**config.mk**
```make
export PLATFORM = sky130hd
export DESIGN_NAME = ram_line_seq
export DESIGN_NICKNAME = d
export VERILOG_FILES = /design/src/rtl/ram_pkg.sv /design/src/rtl/ram_rd_token_pipe.sv /design/src/rtl/ram_line_seq.sv
export SDC_FILE = /design/constraint.sdc
export NUM_CORES = 1
export LEC_CHECK = 0
export CORE_MARGIN = 3
export CORE_UTILIZATION = 30
export DETAILED_ROUTE_END_ITERATION = 10
export GPL_ROUTABILITY_DRIVEN = 0
export PLACE_DENSITY_LB_ADDON = 0.25
export SKIP_LAST_GASP = 1
export SLEW_MARGIN = 20
export SYNTH_ARGS = -nofsm -noshare
export SYNTH_HDL_FRONTEND = slang
export SYNTH_SLANG_ARGS = --single-unit
```
**constraint.sdc**
```tcl
create_clock -name clk -period 1.45 [get_ports clk]
set_input_delay 0.2175 -clock clk [delete_from_list [all_inputs] [get_ports clk]]
set_output_delay 0.2175 -clock clk [all_outputs]
set_load 0.05 [all_outputs]
```
**src/rtl/ram_pkg.sv**
```systemverilog
// ram_pkg
//   Shared definitions for the cache-line RAM sequencer.
//   - Default geometry: RAM word-address width, word width, words per line,
//     read latency, and the derived offset / line-address widths.
//   - line_state_e: sequencer state encoding (IDLE, WR, RD, DRAIN, FIN).
package ram_pkg;

    localparam int DEF_ADDR_W     = 9;
    localparam int DEF_DATA_W     = 32;
    localparam int DEF_LINE_WORDS = 8;
    localparam int DEF_RD_LAT     = 2;
    localparam int DEF_OFF_W      = $clog2(DEF_LINE_WORDS);
    localparam int DEF_LA_W       = DEF_ADDR_W - DEF_OFF_W;

    typedef enum logic [2:0] {
        IDLE  = 3'd0,
        WR    = 3'd1,
        RD    = 3'd2,
        DRAIN = 3'd3,
        FIN   = 3'd4
    } line_state_e;

endpackage

```
**src/rtl/ram_rd_token_pipe.sv**
```systemverilog
// ram_rd_token_pipe
//   DEPTH-stage shift register carrying {valid, word index} tokens for reads
//   in flight. A token pushed in the ram_en cycle of a read reaches the last
//   stage exactly DEPTH cycles later, i.e. in the cycle the RAM data is valid.
// Ports:
//   clk, rst         clock, synchronous active-high flush
//   push, push_idx   token entering the pipe this cycle
//   out_valid        token present in the last stage
//   out_idx          word index of that token
//   busy             any stage holds a valid token
module ram_rd_token_pipe
    import ram_pkg::*;
#(
    parameter int DEPTH = DEF_RD_LAT,
    parameter int IDX_W = DEF_OFF_W
) (
    input  logic             clk,
    input  logic             rst,
    input  logic             push,
    input  logic [IDX_W-1:0] push_idx,
    output logic             out_valid,
    output logic [IDX_W-1:0] out_idx,
    output logic             busy
);

    logic [DEPTH-1:0] vld_r;
    logic [IDX_W-1:0] idx_r [DEPTH];

    // Token shift register, flushed on reset so aborted reads never emerge.
    always_ff @(posedge clk) begin
        if (rst) begin
            vld_r <= {DEPTH{1'b0}};
            for (int i = 0; i < DEPTH; i++) begin
                idx_r[i] <= {IDX_W{1'b0}};
            end
        end else begin
            vld_r[0] <= push;
            idx_r[0] <= push_idx;
            for (int i = 1; i < DEPTH; i++) begin
                vld_r[i] <= vld_r[i-1];
                idx_r[i] <= idx_r[i-1];
            end
        end
    end

    assign out_valid = vld_r[DEPTH-1];
    assign out_idx   = idx_r[DEPTH-1];
    assign busy      = |vld_r;

endmodule

```
**src/rtl/ram_line_seq.sv**
```systemverilog
// ram_line_seq
//   Turns one cache-line request (fill or write-back) into LINE_WORDS
//   single-word accesses on a word-wide RAM with an ram_en/ram_rdy handshake.
//   Fill words stream back with their index; done pulses once per line.
//   Optional build macro RAM_LINE_SEQ_STATS_EN adds fill / write-back
//   completion counters on stat_fills / stat_wbacks (tied to 0 otherwise).
// Ports:
//   clk, rst                      clock, synchronous active-high reset
//   req_valid/req_ready           line request handshake
//   req_write, req_line           1 = write-back, 0 = fill; line address
//   wr_valid, wr_data, wr_ready   write-back word stream (index order)
//   rd_valid, rd_data, rd_idx     fill word return (no backpressure)
//   done                          one-cycle pulse at line completion
//   ram_addr, data_to_ram,
//   ram_en, ram_write             RAM request side
//   ram_rdy, data_from_ram        RAM response side
//   stat_fills, stat_wbacks       completed-line counters
module ram_line_seq
    import ram_pkg::*;
#(
    parameter int ADDR_W     = DEF_ADDR_W,
    parameter int DATA_W     = DEF_DATA_W,
    parameter int LINE_WORDS = DEF_LINE_WORDS,
    parameter int RD_LAT     = DEF_RD_LAT,
    parameter int OFF_W      = $clog2(LINE_WORDS),
    parameter int LA_W       = ADDR_W - OFF_W
) (
    input  logic              clk,
    input  logic              rst,
    input  logic              req_valid,
    output logic              req_ready,
    input  logic              req_write,
    input  logic [LA_W-1:0]   req_line,
    input  logic              wr_valid,
    input  logic [DATA_W-1:0] wr_data,
    output logic              wr_ready,
    output logic              rd_valid,
    output logic [DATA_W-1:0] rd_data,
    output logic [OFF_W-1:0]  rd_idx,
    output logic              done,
    output logic [ADDR_W-1:0] ram_addr,
    output logic [DATA_W-1:0] data_to_ram,
    output logic              ram_en,
    output logic              ram_write,
    input  logic              ram_rdy,
    input  logic [DATA_W-1:0] data_from_ram,
    output logic [31:0]       stat_fills,
    output logic [31:0]       stat_wbacks
);

    localparam logic [OFF_W-1:0] IDX_ONE  = OFF_W'(1);
    localparam logic [OFF_W-1:0] IDX_LAST = OFF_W'(LINE_WORDS - 1);

    line_state_e       state_r;
    logic [LA_W-1:0]   line_r;
    logic              write_r;
    logic [OFF_W-1:0]  idx_r;
    logic              gap_r;
    logic              req_ready_r;
    logic              rd_valid_r;
    logic [DATA_W-1:0] rd_data_r;
    logic [OFF_W-1:0]  rd_idx_r;
    logic              done_r;

    logic              issue_s;
    logic              last_s;
    logic              pipe_vld_s;
    logic [OFF_W-1:0]  pipe_idx_s;
    logic              pipe_busy_s;

    // Issue decision: the RAM must be ready in this very cycle, so the
    // enable is decoded from registered state plus the live handshake
    // inputs. gap_r forces an idle cycle after every enable.
    always_comb begin
        issue_s = 1'b0;
        if (rst) begin
            issue_s = 1'b0;
        end else begin
            case (state_r)
                WR:      issue_s = ram_rdy && wr_valid && !gap_r;
                RD:      issue_s = ram_rdy && !gap_r;
                default: issue_s = 1'b0;
            endcase
        end
    end

    assign last_s      = (idx_r == IDX_LAST);
    assign ram_en      = issue_s;
    assign ram_write   = issue_s && (state_r == WR);
    assign wr_ready    = ram_write;
    assign ram_addr    = {line_r, idx_r};
    assign data_to_ram = (!rst && (state_r == WR)) ? wr_data : {DATA_W{1'b0}};

    assign req_ready   = req_ready_r;
    assign rd_valid    = rd_valid_r;
    assign rd_data     = rd_data_r;
    assign rd_idx      = rd_idx_r;
    assign done        = done_r;

    ram_rd_token_pipe #(
        .DEPTH (RD_LAT),
        .IDX_W (OFF_W)
    ) u_pipe (
        .clk       (clk),
        .rst       (rst),
        .push      (issue_s && (state_r == RD)),
        .push_idx  (idx_r),
        .out_valid (pipe_vld_s),
        .out_idx   (pipe_idx_s),
        .busy      (pipe_busy_s)
    );

    // Line sequencer FSM with registered request/return/done outputs.
    always_ff @(posedge clk) begin
        if (rst) begin
            state_r     <= IDLE;
            line_r      <= {LA_W{1'b0}};
            write_r     <= 1'b0;
            idx_r       <= {OFF_W{1'b0}};
            gap_r       <= 1'b0;
            req_ready_r <= 1'b1;
            rd_valid_r  <= 1'b0;
            rd_data_r   <= {DATA_W{1'b0}};
            rd_idx_r    <= {OFF_W{1'b0}};
            done_r      <= 1'b0;
        end else begin
            gap_r      <= issue_s;
            done_r     <= 1'b0;
            // The token leaves the pipe in the cycle the RAM data is valid.
            rd_valid_r <= pipe_vld_s;
            if (pipe_vld_s) begin
                rd_data_r <= data_from_ram;
                rd_idx_r  <= pipe_idx_s;
            end
            case (state_r)
                IDLE: begin
                    if (req_valid) begin
                        line_r      <= req_line;
                        write_r     <= req_write;
                        idx_r       <= {OFF_W{1'b0}};
                        req_ready_r <= 1'b0;
                        state_r     <= req_write ? WR : RD;
                    end
                end
                WR: begin
                    if (issue_s) begin
                        idx_r <= idx_r + IDX_ONE;
                        if (last_s) begin
                            state_r <= FIN;
                            done_r  <= 1'b1;
                        end
                    end
                end
                RD: begin
                    if (issue_s) begin
                        idx_r <= idx_r + IDX_ONE;
                        if (last_s) begin
                            state_r <= DRAIN;
                        end
                    end
                end
                DRAIN: begin
                    // busy covers the last stage, so an empty pipe means
                    // the final word has already been captured for return.
                    if (!pipe_busy_s) begin
                        state_r <= FIN;
                        done_r  <= 1'b1;
                    end
                end
                FIN: begin
                    state_r     <= IDLE;
                    req_ready_r <= 1'b1;
                end
                default: begin
                    state_r     <= IDLE;
                    req_ready_r <= 1'b1;
                end
            endcase
        end
    end

`ifdef RAM_LINE_SEQ_STATS_EN
    logic [31:0] stat_fills_r;
    logic [31:0] stat_wbacks_r;

    // Completed-line counters, bumped in the done cycle by request type.
    always_ff @(posedge clk) begin
        if (rst) begin
            stat_fills_r  <= 32'd0;
            stat_wbacks_r <= 32'd0;
        end else if (done_r) begin
            if (write_r) begin
                stat_wbacks_r <= stat_wbacks_r + 32'd1;
            end else begin
                stat_fills_r <= stat_fills_r + 32'd1;
            end
        end
    end

    assign stat_fills  = stat_fills_r;
    assign stat_wbacks = stat_wbacks_r;
`else
    assign stat_fills  = 32'd0;
    assign stat_wbacks = 32'd0;
`endif

endmodule

```
==> results of run 1 <==
## cells by family after synthesis
logic type      after synthesis
xor+xnor                      1
buf+inv                      86
fa+ha+maj                     2
flops                        59
mux                          42
simple gates                102
compound gates               14
other cells                   1
## area by class of cell
cell class,count,area [sq um],share of cell area (%)
Timing Repair Buffer,183,2190,41.3
Multi-Input combinational cell,225,1500,28.3
Sequential cell,59,1200,22.7
Tap cell,126,158,2.98
Clock buffer,11,151,2.86
Clock inverter,5,75.1,1.42
Inverter,6,22.5,0.426
## flip-flops by register name (all words and copies together) (netlist names)
name          cells
rd_data          32
line_r            6
u_pipe.idx_r      6
idx_r             3
rd_idx            3
state_r           3
u_pipe.vld_r      2
done              1
gap_r             1
rd_valid          1
req_ready         1
## Yosys cell counts, types with 2 or more instances
master / number / share of area (%)
dfxtp_1: 59 / 41
ha_1: 2 / 0.88
nor2b_1: 6 / 1.3
buf_4: 65 / 17
buf_2: 6 / 1.1
nor3_1: 2 / 0.35
and2_1: 33 / 7.2
mux2i_1: 42 / 15
o21ai_1: 2 / 0.35
nand2b_1: 3 / 0.66
nor2_1: 47 / 6.2
o211ai_1: 3 / 0.79
nand2_1: 4 / 0.53
clkbuf_1: 8 / 1.1
inv_1: 6 / 0.79
a21oi_1: 3 / 0.53
## placed cells by master (no fill, tap or decap), types with 6 or more instances in the layout
| cell type | count |
|---|---|
| buf_4 | 56 |
| nor2_1 | 44 |
| and2_4 | 33 |
| clkbuf_8 | 11 |
| clkdlybuf4s50_1 | 74 |
| buf_12 | 48 |
| nor2b_1 | 6 |
| inv_1 | 6 |
| dfxtp_1 | 51 |
| mux2i_1 | 41 |
| conb_1 | 64 |
## final timing paths
| check | start | end | slack (ps) | cells after the start |
|---|---|---|---|---|
| setup reg to reg | gap_r$_SDFF_PP0_ | idx_r[0]$_SDFFE_PP0P_ | -160 | 6 |
| hold reg to reg | u_pipe.idx_r[0][0]$_SDFF_PP0_ | u_pipe.idx_r[1][0]$_SDFF_PP0_ | 450 | 1 |
| setup / recovery | gap_r$_SDFF_PP0_ | wr_ready | -500 | 4 |
| hold / removal | rst | idx_r[1]$_SDFFE_PP0P_ | 310 | 4 |
## timing repair
item / in CTS / in global routing
setup endpoints to repair: 44 / 47
buffers inserted: 7 / 0
endpoints found under the hold margin: 0 / 0
gates cloned: 2 / 0
gates resized for setup: 13 / 13
pin swaps: 4 / 11
## metal layers
metal	global-route usage (%)	vias up
li1	-	1208
met1	16.5	1113
met2	27.7	127
met3	4.98	6
met4	3.99	0
met5	0	-
## through the flow
step	worst slack [ps]	utilization [%]	instances	hold WS [ps]	cell area (sq um)
finish	-501	59.0	615	310	5290
CTS	-498	58.7	617	288	5270
floorplan	-274	-	370	365	3210
global route	-543	59.0	615	328	5290
global placement	-452	54.5	592	423	4890
detailed placement	-475	54.5	592	432	4890
## power groups by stage
stage                     Sequential, mW  Clock [mW]  Combinational [mW]
final                               1.70        1.69                1.41
after global routing                1.70        1.82                1.47
after CTS                           1.69        1.74                1.41
after detailed placement            1.73           0                1.35
after global placement              1.73           0                1.34
after floorplan                     1.82           0               0.861
## worst register-to-register path, delay by kind of cell, from the launching register on
kind / cells / cell delay [ps]
AND/OR/NAND/NOR: 2 / 650
flip-flops: 1 / 320
buffers and inverters: 2 / 300
AO/OA/AOI/OAI: 2 / 200
==> insert_results.sql, run 1 <==
INSERT INTO impl_metrics (metric_group, metric, value, unit) VALUES
('setup_path', 'crit_family', 'simple AND/OR/NAND/NOR gates', ''),
('detailed_routing', 'wirelength_met1', '3.19', 'mm'),
('timing', 'max_freq', '513', 'MHz'),
('power', 'power_per_cell_area', '906', 'nW/um^2'),
('logic_synthesis', 'yosys.area_share.adder', '0.877', '%'),
('floorplanning', 'dieHeight', '104', 'um'),
('setup_path', 'timing.critical_path.buf_inv', '1', ''),
('detailed_routing', 'post_drt_via_cell_ratio', '3.99', ''),
('power', 'combinational_power_share', '29.4', '%'),
('timing', 'period_share', '135', '%'),
('power', 'netSwitchingFraction', '31.5', '%'),
('timing', 'setup_viol_count_final', '39', ''),
('detailed_routing', 'route.detailed.drc', '0', ''),
('logic_synthesis', 'synthesis.yosys.warnings', '0', ''),
('setup_path', 'slowest_stage', 'or4b_4', ''),
('logic_synthesis', 'fraction_of_the_yosys_area_taken_by_sequential_cells', '41.4', '%'),
('power', 'power_frac_seq', '35.4', '%'),
('clock_network', 'path_clk_slew', '70', 'ps'),
('setup_path', 'cp.arrival', '1730', 'ps'),
('logic_synthesis', 'synth_top_family_by_area', 'buffers and inverters', ''),
('global_route', 'initial_antenna_violation_count', '0', ''),
('power', 'p_clk_share', '35.3', '%'),
('global_route', 'first_global_vias', '2431', ''),
('cells_and_area', 'final_layout_size_suffix_gt1_share', '37.4', '%'),
('detailed_routing', 'drt.antenna.violating_nets', '0', ''),
('timing', 'setup-tns-final', '-12890', 'ps'),
('power', 'internal_power', '3.29', 'mW'),
('logic_synthesis', 'yosys.cell_types.count', '32', ''),
('clock_network', 'postCtsHoldBufs', '0', ''),
('floorplanning', 'starting_utilization_of_the_core_area', '31.8', '%'),
('detailed_routing', 'vias', '2454', ''),
('clock_network', 'ctsLongestPathBuffers', '2', ''),
('logic_synthesis', 'post_synth_and_or_nand_nor_area_fraction', '18.8', '%'),
('logic_synthesis', 'mappedNetlistArea', '2850', 'sq um'),
('detailed_routing', 'maxUsedRoutingLayer', 'met4', ''),
('setup_path', 'start_kind', 'register', ''),
('detailed_routing', 'wl_met3', '704', 'um'),
('power', 'static-leakage-power', '2.26', 'nW'),
('cells_and_area', 'design.final.nets', '562', ''),
('floorplanning', 'die-area', '10700', 'sq um'),
('logic_synthesis', 'syn_area_per_cell', '9.29', 'sq um'),
('power', 'total_power', '4.80', 'mW'),
('timing', 'drv_slew', '0', ''),
('timing', 'final_worst_setup_slack', '-501', 'ps'),
('detailed_routing', 'firstDrtPassIters', '4', ''),
('setup_path', 'timing_worst_setup_path_type', 'register to output port', ''),
('detailed_routing', 'initialDrtViolationCount', '73', ''),
('clock_network', 'cts.htree.levels', '3', ''),
('global_route', 'track_usage', '15.0', '%'),
('detailed_routing', 'post_drt_wl_per_cell', '13.6', 'um'),
('run_status', 'violated_checks', 'negative setup slack', ''),
('logic_synthesis', 'synthMuxAreaShare', '14.7', '%'),
('setup_path', 'setup_crit_end_kind', 'output port', ''),
('floorplanning', 'floorplan.rows', '34', ''),
('global_route', 'maximum_number_of_pins_on_one_net_before_global_route_repair', '51', ''),
('setup_path', 'cp_cell_sequence', 'or4b_4, nor3b_2, and2_4, buf_12', ''),
('timing', 'final.setup_skew', '7.12', 'ps'),
('cells_and_area', 'fillers', '763', ''),
('timing', 'grt_setup_unrepaired', 'yes', ''),
('logic_synthesis', 'synth_enable_flop_cells', '0', ''),
('setup_path', 'crit_path_max_fanout', '2', ''),
('clock_network', 'clk_latency', '330', 'ps'),
('timing', 'timing_hold_violations_final', '0', ''),
('min_path', 'hold_class', 'input pin to register', ''),
('run_status', 'result_of_the_run', 'complete, but fails checks', ''),
('floorplanning', 'coreArea', '8980', 'sq um'),
('cells_and_area', 'n_diodes', '0', ''),
('clock_network', 'cts_buf_count', '9', ''),
('timing', 'timing.final.crit_period', '1950', 'ps'),
('logic_synthesis', 'synthesized_area_fraction_occupied_by_xor_and_xnor_cells', '0.307', '%'),
('clock_network', 'clock-root-buffer', 'clkbuf_8', '');
(Power assumes the default switching activity.)
==> inputs of run 2 (changes only) <==
MAX_ROUTING_LAYER = met4   (was unset)
==> insert_results.sql, run 2 (same netlist as run 1, synthesis figures left out) <==
INSERT INTO impl_metrics (metric_group, metric, value, unit) VALUES
('power', 'power_frac_seq', '35.4', '%'),
('detailed_routing', 'routed_wirelength', '8.35', 'mm'),
('run_status', 'violated_checks', 'negative setup slack', ''),
('timing', 'drv_slew', '0', ''),
('global_route', 'global_route_wire_length_before_repair', '12.9', 'mm'),
('floorplanning', 'boundaryPins', '222', ''),
('cells_and_area', 'multiInputGateArea', '1500', 'sq um'),
('power', 'p_sw', '1.51', 'mW'),
('cells_and_area', 'area.sequential', '1200', 'sq um'),
('global_route', 'track_usage', '15.4', '%'),
('cells_and_area', 'synthToLayoutAreaGrowth', '85.5', '%'),
('cells_and_area', 'n_diodes', '0', ''),
('cells_and_area', 'most_frequent_standard_cell_in_the_layout_excluding_fill_and_tap_cells', 'clkdlybuf4s50_1', ''),
('detailed_routing', 'route.detailed.drc', '0', ''),
('setup_path', 'start_kind', 'register', ''),
('clock_network', 'clk_latency', '330', 'ps'),
('timing', 'period_share', '133', '%'),
('clock_network', 'tritoncts', 'done', ''),
('power', 'combinational_power_share', '29.4', '%'),
('detailed_routing', 'drt.antenna.violating_nets', '0', ''),
('clock_network', 'postCtsHoldBufs', '0', ''),
('clock_network', 'cts.htree.levels', '3', ''),
('place', 'detailed_placement_hpwl', '6.49', 'mm'),
('setup_path', 'crit_path_max_fanout', '2', ''),
('floorplanning', 'starting_utilization_of_the_core_area', '31.8', '%'),
('timing', 'final_worst_setup_slack', '-479', 'ps'),
('power', 'p_clk_share', '35.2', '%'),
('cells_and_area', 'layout.cells.most_common_list', 'clkdlybuf4s50_1 (74), conb_1 (64), buf_4 (56), dfxtp_1 (51), buf_12 (48)', ''),
('global_route', 'first_global_vias', '2434', ''),
('flow_run', 'cap_viol_max_count', '0', ''),
('place', 'numPortBuffers', '157', ''),
('detailed_routing', 'post_drt_wl_per_cell', '13.6', 'um'),
('floorplanning', 'floorplan.die.width', '104', 'um'),
('clock_network', 'path_clk_slew', '70', 'ps'),
('floorplanning', 'coreArea', '8980', 'sq um'),
('timing', 'setup_viol_count_final', '39', ''),
('power', 'static-leakage-power', '2.26', 'nW'),
('detailed_routing', 'post_drt_via_cell_ratio', '4.00', ''),
('detailed_routing', 'vias', '2459', ''),
('run_status', 'result_of_the_run', 'complete, but fails checks', ''),
('timing', 'timing.hold.ws', '315', 'ps'),
('detailed_routing', 'firstDrtPassIters', '4', ''),
('timing', 'timing.final.crit_period', '1930', 'ps'),
('power', 'power_per_cell_area', '906', 'nW/um^2'),
('clock_network', 'ctsLongestPathBuffers', '2', ''),
('cells_and_area', 'design.final.nets', '562', ''),
('cells_and_area', 'fillers', '763', ''),
('setup_path', 'setup_crit_end_kind', 'output port', ''),
('power', 'internal_power', '3.29', 'mW'),
('cells_and_area', 'final_layout_size_suffix_gt1_share', '37.4', '%'),
('clock_network', 'clock-root-buffer', 'clkbuf_8', ''),
('timing', 'final.setup_skew', '7.16', 'ps'),
('timing', 'worst-slew-pin-transition', '519', 'ps'),
('power', 'ir_drop', '520', 'uV'),
('detailed_routing', 'initialDrtViolationCount', '79', ''),
('clock_network', 'cts_buf_count', '9', ''),
('min_path', 'hold_class', 'input pin to register', ''),
('power', 'netSwitchingFraction', '31.5', '%'),
('floorplanning', 'dieHeight', '104', 'um'),
('clock_network', 'clkSinkCount', '59', ''),
('global_route', 'overflow', '0', ''),
('cells_and_area', 'number_of_flip_flops_in_the_largest_register', '32', ''),
('cells_and_area', 'finalCoreUtilization', '59.0', '%'),
('timing', 'max_freq', '518', 'MHz'),
('timing', 'timing_hold_violations_final', '0', ''),
('global_route', 'initial_antenna_violation_count', '0', ''),
('setup_path', 'cp.arrival', '1710', 'ps'),
('setup_path', 'timing_worst_setup_path_type', 'register to output port', ''),
('timing', 'grt_setup_unrepaired', 'yes', ''),
('floorplanning', 'die-area', '10700', 'sq um'),
('global_route', 'maximum_number_of_pins_on_one_net_before_global_route_repair', '51', ''),
('timing', 'timing.slew.headroom', '65.4', '%'),
('floorplanning', 'floorplan.rows', '34', ''),
('setup_path', 'required', '1230', 'ps');
-- run 2: through the flow --
step                      cells  setup slack, ps  instance area [sq um]  TNS (ps)  total power, mW
after floorplan             370             -274                   3210     -1060             2.68
after global placement      592             -452                   4890     -5160             3.07
after detailed placement    592             -475                   4890     -5680             3.08
after CTS                   617             -498                   5270    -15680             4.85
after global routing        615             -543                   5290    -16490             4.99
final                       615             -479                   5290    -12690             4.79
-- run 2: worst paths after layout --
kind	start	to	slack (ps)	depth (start not counted)
setup / recovery	gap_r$_SDFF_PP0_	wr_ready	-480	4
hold / removal	rst	idx_r[1]$_SDFFE_PP0P_	310	4
setup reg to reg	gap_r$_SDFF_PP0_	idx_r[0]$_SDFFE_PP0P_	-150	6
hold reg to reg	u_pipe.idx_r[0][0]$_SDFF_PP0_	u_pipe.idx_r[1][0]$_SDFF_PP0_	450	1
-- run 2: power groups by stage --
stage                     clock network [mW]  registers [mW]  logic, mW
after floorplan                            0            1.82      0.861
after global placement                     0            1.73       1.34
after detailed placement                   0            1.73       1.35
after CTS                               1.74            1.69       1.41
after global routing                    1.82            1.70       1.47
final                                   1.69            1.70       1.41
-- run 2: per-layer routing --
layer | vias up | global-route usage, % | wire (um)
met5 | - | - | 0
met4 | 0 | 3.99 | 57
met3 | 6 | 4.04 | 578
met2 | 129 | 27.7 | 4420
met1 | 1116 | 17.0 | 3300
li1 | 1208 | - | -
-- run 2: timing repair --
item / 4_1_cts / 5_1_grt
endpoints found under the setup margin: 44 / 47
cloned: 2 / 0
setup buffers: 7 / 0
resized for setup: 13 / 13
pin swaps: 4 / 11
-- run 2: cell type report --
class                   instances  share of cell area (%)
clock buffers                  11                    2.86
clock inverters                 5                    1.42
inverters                       6                   0.426
multi-input cells             225                    28.3
flip-flops and latches         59                    22.7
well taps                     126                    2.98
repair buffers                183                    41.3
-- run 2: worst max-delay path, cell delays in order (launching register included) --
cell and delay (ps):
dfxtp_2 320, or4b_4 530, nor3b_2 190, and2_4 200, buf_12 130
